$ cat src/rtl/led_pattern_gen_pkg.sv
// rtl/led_pattern_gen_pkg.sv - mode and direction codes shared by the LED pattern generator
package led_pattern_gen_pkg;

   localparam int MODE_W = 3;

   typedef enum logic [MODE_W-1:0] {
      MODE_ROT_L  = 3'd0,
      MODE_ROT_R  = 3'd1,
      MODE_BOUNCE = 3'd2,
      MODE_BLINK  = 3'd3,
      MODE_COUNT  = 3'd4
   } mode_e;

   typedef enum logic {
      DIR_LEFT  = 1'b0,
      DIR_RIGHT = 1'b1
   } dir_e;

   // Unused codes 5-7 fall back to left rotation.
   function automatic mode_e map_mode(input logic [MODE_W-1:0] m);
      return (m > 3'd4) ? MODE_ROT_L : mode_e'(m);
   endfunction

endpackage

$ cat src/rtl/led_tick_gen.sv
// rtl/led_tick_gen.sv - prescaler with run/pause and speed select, emits a registered step tick
module led_tick_gen #(
   parameter int CNT_W   = 25,
   parameter int CNT_MAX = 24_999_999
) (
   input  logic       clk_50,
   input  logic       reset,
   input  logic       run,
   input  logic [1:0] speed,
   output logic       o_step,
   output logic       o_tick
);

   localparam logic [CNT_W-1:0] MAX_CNT = CNT_W'(CNT_MAX);

   logic [CNT_W-1:0] r_cnt;
   logic [CNT_W-1:0] w_term;

   // >= lets a speed-up mid-count step on the very next cycle.
   assign w_term = MAX_CNT >> speed;
   assign o_step = run && (r_cnt >= w_term);

   always_ff @(posedge clk_50 or negedge reset) begin
      if (!reset) begin
         r_cnt  <= '0;
         o_tick <= 1'b0;
      end else if (!run) begin
         o_tick <= 1'b0;
      end else if (o_step) begin
         r_cnt  <= '0;
         o_tick <= 1'b1;
      end else begin
         r_cnt  <= r_cnt + CNT_W'(1);
         o_tick <= 1'b0;
      end
   end

endmodule

$ cat src/rtl/led_pattern_gen.sv
// rtl/led_pattern_gen.sv - multi-mode active-low LED pattern generator
module led_pattern_gen
   import led_pattern_gen_pkg::*;
#(
   parameter int LED_NUM = 4,
   parameter int CNT_W   = 25,
   parameter int CNT_MAX = 24_999_999
) (
   input  logic               clk_50,
   input  logic               reset,
   input  logic               run,
   input  logic [1:0]         speed,
   input  logic [2:0]         mode,
   output logic [LED_NUM-1:0] led,
   output logic               tick,
   output logic [2:0]         cur_mode
);

   localparam logic [LED_NUM-1:0] SEED_L   = {{(LED_NUM-1){1'b1}}, 1'b0};
   localparam logic [LED_NUM-1:0] SEED_R   = {1'b0, {(LED_NUM-1){1'b1}}};
   localparam logic [LED_NUM-1:0] SEED_OFF = {LED_NUM{1'b1}};

   logic [LED_NUM-1:0] r_led;
   mode_e              r_mode;
   dir_e               r_dir;

   logic               w_step;
   mode_e              w_req;
   logic [LED_NUM-1:0] w_led_next;
   dir_e               w_dir_next;
   logic [LED_NUM-1:0] w_shl;
   logic [LED_NUM-1:0] w_shr;

   led_tick_gen #(
      .CNT_W   (CNT_W),
      .CNT_MAX (CNT_MAX)
   ) u_tick_gen (
      .clk_50 (clk_50),
      .reset  (reset),
      .run    (run),
      .speed  (speed),
      .o_step (w_step),
      .o_tick (tick)
   );

   assign w_req = map_mode(mode);
   assign w_shl = {r_led[LED_NUM-2:0], 1'b1};
   assign w_shr = {1'b1, r_led[LED_NUM-1:1]};

   always_comb begin
      w_led_next = r_led;
      w_dir_next = r_dir;
      if (w_req != r_mode) begin
         w_dir_next = DIR_LEFT;
         case (w_req)
            MODE_ROT_L, MODE_BOUNCE: w_led_next = SEED_L;
            MODE_ROT_R:              w_led_next = SEED_R;
            default:                 w_led_next = SEED_OFF;
         endcase
      end else begin
         case (r_mode)
            MODE_ROT_L: w_led_next = {r_led[LED_NUM-2:0], r_led[LED_NUM-1]};
            MODE_ROT_R: w_led_next = {r_led[0], r_led[LED_NUM-1:1]};
            MODE_BOUNCE: begin
               // Flip direction as the lit LED lands on an end so it stays there one step.
               if (r_dir == DIR_LEFT) begin
                  w_led_next = w_shl;
                  if (!w_shl[LED_NUM-1]) w_dir_next = DIR_RIGHT;
               end else begin
                  w_led_next = w_shr;
                  if (!w_shr[0]) w_dir_next = DIR_LEFT;
               end
            end
            MODE_BLINK: w_led_next = ~r_led;
            MODE_COUNT: w_led_next = ~(~r_led + LED_NUM'(1));
            default:    w_led_next = r_led;
         endcase
      end
   end

   always_ff @(posedge clk_50 or negedge reset) begin
      if (!reset) begin
         r_led  <= SEED_L;
         r_mode <= MODE_ROT_L;
         r_dir  <= DIR_LEFT;
      end else if (w_step) begin
         r_led  <= w_led_next;
         r_mode <= w_req;
         r_dir  <= w_dir_next;
      end
   end

   assign led      = r_led;
   assign cur_mode = r_mode;

endmodule

$ cat config.mk
export PLATFORM = sky130hd
export DESIGN_NAME = led_pattern_gen
export DESIGN_NICKNAME = d
export VERILOG_FILES = /design/src/rtl/led_pattern_gen_pkg.sv /design/src/rtl/led_tick_gen.sv /design/src/rtl/led_pattern_gen.sv
export SDC_FILE = /design/constraint.sdc
export NUM_CORES = 1
export LEC_CHECK = 0
export CORE_ASPECT_RATIO = 1.75
export CORE_UTILIZATION = 40
export DETAILED_ROUTE_END_ITERATION = 8
export PLACE_DENSITY = 0.69
export SLEW_MARGIN = 20
export SYNTH_ARGS = -nofsm -noshare
export SYNTH_HDL_FRONTEND = slang
export SYNTH_SLANG_ARGS = --single-unit
$ cat constraint.sdc
create_clock -name clk_50 -period 2.9 [get_ports clk_50]
set_input_delay 0.58 -clock clk_50 [delete_from_list [all_inputs] [get_ports clk_50]]
set_output_delay 0.58 -clock clk_50 [all_outputs]
set_load 0.01 [all_outputs]
Word level (Yosys, flattened, before mapping)
Cells that the tools add are included.
- bits in registers: 34
- bits of input ports: 8
- output and inout bits: 8
- logic and storage cells: 40
- $add $sub $neg: 2
- magnitude comparators: 2
- equality and inequality tests: 7
- shift operators: 1
- multiplexer cells: 13
- bitwise operators: 2
- reductions and logical operators: 8
- operator list (operator ; number):
    adder 25 x 1 -> 25 bit (second input constant) ; 1
    >= comparator 25 bit ; 1
    two-way mux 25 bit ; 1
    right shift 25 x 2 -> 25 bit (first input constant) ; 1
    one-hot mux 4 bit (5 select lines) ; 1
    equality test 3 x 2 -> 1 bit (second input constant) ; 3
    two-way mux 4 bit ; 2
    NOT 4 bit ; 2
    one-hot mux 4 bit (2 select lines) ; 1
    two-way mux 1 bit ; 7
    equality test 3 x 1 -> 1 bit (second input constant) ; 2
    logical NOT 3 bit ; 2
    nonzero test 6 bit ; 1
    adder 4 x 1 -> 4 bit (second input constant) ; 1
    AND reduction 2 bit ; 2
    equality test 3 bit (second input constant) ; 1
    greater-than comparator 3 bit (second input constant) ; 1
    two-way mux 3 bit ; 1
    inequality test 3 bit ; 1
    nonzero test 2 bit ; 1
    OR reduction 2 bit ; 1
    logical AND 1 bit ; 1

Longest topological paths before layout
- word-level depth: 6
- depth in mapped cells: 12

Hierarchy
A second synthesis with hierarchy kept.
- cells, all modules: 277
- area total of the unflattened synthesis: 2532.4 um^2
- by module, submodules not included (module ; instances ; cells each ; area an instance (um^2) ; seq. area each (um^2)):
    led_tick_gen ; 1 ; 191 ; 1762.9 ; 650.6
    led_pattern_gen ; 1 ; 86 ; 769.5 ; 203.9

Worst setup path before layout
Ideal clock, no wire load.
- path kind: input-to-reg
- start: input port speed[0]
- end: register r_mode[2] (netlist: cur_mode[2])
- data arrival time: 2.664 ns
- data required time: 2.775 ns
- path slack: 0.111 ns
- cell stages on the path: 10
- path buffers: 2
- path through: buf_6 or2_1 ha_1 nand2_1 a2111oi_0 o211ai_1 a21o_4 a21oi_4 buf_6 mux2_4
- word-level cells in the longest chain between the ends: 3
- RTL lines (what ; RTL line ; source):
    start, declared ; led_pattern_gen.sv:12 ; input logic [1:0] speed,
    right shift 25 x 2 -> 25 bit ; led_tick_gen.sv:20 ; assign w_term = MAX_CNT >> speed;
    >= comparator 25 bit ; led_tick_gen.sv:21 ; assign o_step = run && (r_cnt >= w_term);
    logical AND 1 bit ; led_tick_gen.sv:21 ;
    end signal, assigned ; led_pattern_gen.sv:88 ; r_mode <= w_req;
    end, declared ; led_pattern_gen.sv:24 ; mode_e r_mode;
Every way passes these cells.
A chain may end at the register's enable or synchronous reset.

Final worst setup path
Ends and elaborated chain as after synthesis.

==> results.md <==
| Step | Parameter | Reported |
|---|---|---|
| floorplan | Number of placement rows | 36 |
| timing | Final setup skew | 0.009194 ns |
| timing | Setup repair after global routing missed its margin | false |
| critical path | Reg2reg setup slack | 0.62 ns |
| clock tree | CTS Root Buffer Type | clkbuf_8 |
| critical path | Crit end category | register |
| pwr | Sequential share of power | 50.1% |
| detailed routing | DRT antenna net count | 0 |
| detailed routing | Mean number of vias per cell | 5.332 |
| final layout | Count of filler cells inserted in the layout | 565 |
| floorplan | Height of the die | 104.1 um |
| synthesis | Most area-hungry cell type in the Yosys netlist | dfrtp_1 |
| critical path | CP Data Arrival Time | 2.70 ns |
| clock tree | H-tree levels | 2 |
| critical path | Reg2Reg Capture Point | cur_mode[2]$_DFFE_PN0P_ |
| detailed routing | Drt first pass iters | 7 |
| critical path | Worst R2R Start | u_tick_gen.r_cnt[5]$_DFFE_PN0P_ |
| detailed routing | Vias after detailed routing | 1,994 |
| run status | Run status | complete, no violations |
| synthesis | Number of distinct library cell variants in the gate-level netlist after synthesis | 49 |
| min path | Startpoint of the most critical hold path | u_tick_gen.r_cnt[0]$_DFFE_PN0P_ |
| place | Post-Place Worst Slack | -0.3018 ns |
| timing | Final hold viol count | 0 |
| synthesis | Synth Flop Type | dfrtp_1 |
| global routing | Vias in the first global route | 1,938 |
| floorplan | Die footprint | 0.006283 mm^2 |
| pwr | Internal Power | 789.9 uW |
| timing | Least-Margin Pin Slew | 0.4292 ns |
| pwr | Combinational share of power | 20.5% |
| job | Number of maximum-capacitance violations | 0 |
| final layout | Area Growth Syn to Fin | 20.37% |
| final layout | Final-stage net count | 320 |
| final layout | Area of the multi-input gates | 0.001428 mm^2 |
| pwr | Power density over cell area | 395.3 mW/mm^2 |
| global routing | Grt total ovfl | 0 |
| synthesis | Synthesized area per cell | 9.097 um^2 |
| detailed routing | Routed wire length | 5228 um |
| pwr | Fraction of power spent switching nets | 30.36% |
| synthesis | Share of the yosys chip area belonging to registers | 35.85% |
| min path | Endpoint, Worst Hold | u_tick_gen.r_cnt[0]$_DFFE_PN0P_ |
| clock tree | Clock transition at the registers of the reported paths | 0.06 ns |
| final layout | # diodes | 0 |
| synthesis | Number of synthesized flops with an enable pin | 0 |
| timing | # setup viols final | 0 |
| detailed routing | Drt initial violations | 83 |
| detailed routing | Drt wl/cell | 13.98 um |
| final layout | Post-route cell area | 0.002869 mm^2 |
| place | Post-DP HPWL | 3927 um |
| synthesis | Cell area after synthesis | 0.002384 mm^2 |
| global routing | Global-route wire length before repair | 8749 um |
| synthesis | Share of the synthesized area in the top cell type | 32.55% |
| final layout | Share of layout cells above drive strength 1 | 17.79% |
| place | Weighted congestion reported at the end of routability-driven placement | 0.8407 |
| timing | Final total negative setup slack | 0 ns |
| critical path | Worst R2R Path Depth | 8 |
| clock tree | Hold buffer count at cts | 0 |
| synthesis | Synth top area cells | dfrtp_1 33%, ha_1 7.9%, xnor2_1 6.2% |
| timing | Fmax achieved | 395.0 MHz |
| min path | Number of stages on the worst hold path | 1 |
| final layout | Sequential Area | 854.6 um^2 |
| pwr | Power Total | 1134 uW |
| clock tree | Clock tree from TritonCTS | built |
| timing | Worst max-slew margin expressed relative to the limit | 71.39% |
| place | Placed standard-cell area | 0.002724 mm^2 |
| clock tree | Sinks on Clock Net | 34 |
| clock tree | Worst-case clock buffer depth | 2 |
| critical path | Crit Path Category | input pin to register |
| critical path | Critical path fanouts, max | 8 |
| pwr | Standby leakage power | 0.001265 uW |
| final layout | Commonest non-fill, non-tap cells in the layout | 38 x nor2_1, 31 x dfrtp_1, 20 x nand2_1, 20 x buf_4, 17 x xnor2_1 |
| timing | Minimum clock period | 2.532 ns |
| floorplan | Core ar. | 0.005675 mm^2 |
| timing | Final worst setup slack | 0.3683 ns |
| synthesis | Number of flip-flops and latches in the synthesized netlist | 34 |
| synthesis | Gate Count Post-Synth | 262 |
| global routing | Maximum number of pins on one net before global-route repair | 35 |
| pwr | Net load switching power | 344.3 uW |
| clock tree | Number of clock buffers inserted by TritonCTS | 5 |
| floorplan | Die Width | 60.35 um |
| timing | Final clock period utilization by the worst path | 87.30% |
| floorplan | I/O Pins | 16 |
| global routing | Total Routing Usage GR | 18.24% |
| pwr | Relative contribution of the clock network to total power | 29.4% |
| global routing | Initial antenna violation count | 0 |
| floorplan | Initial cell density of the core | 42.00% |
| critical path | CP startpoint kind | input pin |
| min path | Type of the tightest min-delay check | register to register |
| critical path | Worst endpoint required time | 3.07 ns |
| synthesis | Ys Warns | 0 |
| detailed routing | Number of remaining DRC errors | 0 |
| final layout | Commonest non-fill, non-tap cell in the layout | nor2_1 |
| clock tree | Worst skew pair latency | 0.29 ns |
| pwr | IR Drop Worst-Case VDD | 156.2 uV |
| place | Count of input and output buffers | 15 |
| timing | Worst hold-check slack | 0.5344 ns |
| timing | Max-slew violation total from the final report | 0 |
| synthesis | Async SR Flop Fraction | 100.0% |
| synthesis | Post-Synthesis Net Count | 285 |
-- area by class of cell --
type	count	share of cell area, %
Clock buffer	8	2.791
Inverter	17	2.224
Sequential cell	34	29.79
Timing Repair Buffer	38	12.12
Multi-Input combinational cell	201	49.76
Tap cell	76	3.314
-- cells in the mapped netlist (2+ instances only) --
master and instances:
inv_1 17, dfstp_2 3, clkbuf_1 5, nand2b_1 2, a221oi_1 3, nor2_1 39
nor3b_1 3, nor3_1 4, o2111ai_1 2, xnor2_1 17, a21oi_1 9, o21ai_0 9
nor2b_1 2, mux2_4 5, nand3_1 13, ha_1 15, mux2_2 3, dfrtp_1 31
a41oi_1 2, buf_6 5, o21a_1 2, nand3b_1 2, nand4_1 6, nand2_1 21
nor4_1 3, and3_1 3, o22ai_1 2, o211ai_1 3, xor2_1 11
-- routing by layer --
metal	vias up	GRT usage (%)	wire length (um)
met4	0	8.140	138
met5	-	0	0
met2	27	32.97	2919
met1	974	19.89	2089
met3	7	2.239	81
li1	986	-	-
-- power groups by stage --
stage | clock network [uW] | registers, uW | logic, uW
after detailed placement | 0 | 572 | 189
after global placement | 0 | 571 | 183
after floorplan | 0 | 556 | 129
final | 334 | 568 | 232
after CTS | 342 | 563 | 190
after global routing | 369 | 574 | 266
-- stage by stage --
stage | util, % | std cells
6_report | 50.55 | 374
5_1_grt | 50.55 | 374
4_1_cts | 49.40 | 372
3_5_place_dp | 47.99 | 364
3_3_place_gp | 47.99 | 364
2_1_floorplan | - | 262
-- flip-flops by register name (all words and copies together) (netlist names) --
register,flops
r_dir,1
u_tick_gen.o_tick,1
u_tick_gen.r_cnt,25
cur_mode,3
led,4
-- worst max path at each step --
| stage | startpoint | end | cells past startpoint |
|---|---|---|---|
| final | speed[0] | cur_mode[2]$_DFFE_PN0P_ | 12 |
| after global routing | speed[0] | led[0]$_DFFE_PN0P_ | 10 |
| after CTS | speed[0] | cur_mode[2]$_DFFE_PN0P_ | 12 |
| after detailed placement | speed[0] | led[0]$_DFFE_PN0P_ | 12 |
| after global placement | speed[0] | cur_mode[2]$_DFFE_PN0P_ | 12 |
| after floorplan | speed[0] | cur_mode[2]$_DFFE_PN0P_ | 10 |
-- cell families after synthesis --
family / after synthesis / synth area share [%]
flip-flops: 34 / 35.85
XOR/XNOR: 28 / 10.29
buffers and inverters: 27 / 5.827
AO/OA/AOI/OAI: 43 / 13.07
adder cells (fa/ha/maj): 16 / 8.346
AND/OR/NAND/NOR: 105 / 21.63
multiplexers: 9 / 4.987
-- critical path: stages --
cell and delay [ns]:
dlymetal6s2s_1 0.14, buf_6 0.13, nand2_1 0.09, inv_2 0.07, ha_1 0.32, o211ai_1 0.09, o21ai_0 0.27, a221oi_2 0.12
a21o_4 0.23, a21oi_4 0.21, buf_12 0.15, mux2_4 0.29
-- timing repair --
action,in CTS,in global routing
gates cloned,0,0
pin swaps,1,5
gates resized for setup,1,13
buffers inserted,0,2
setup endpoints to repair,2,23
No activity file was read; power rests on OpenSTA's default activity.
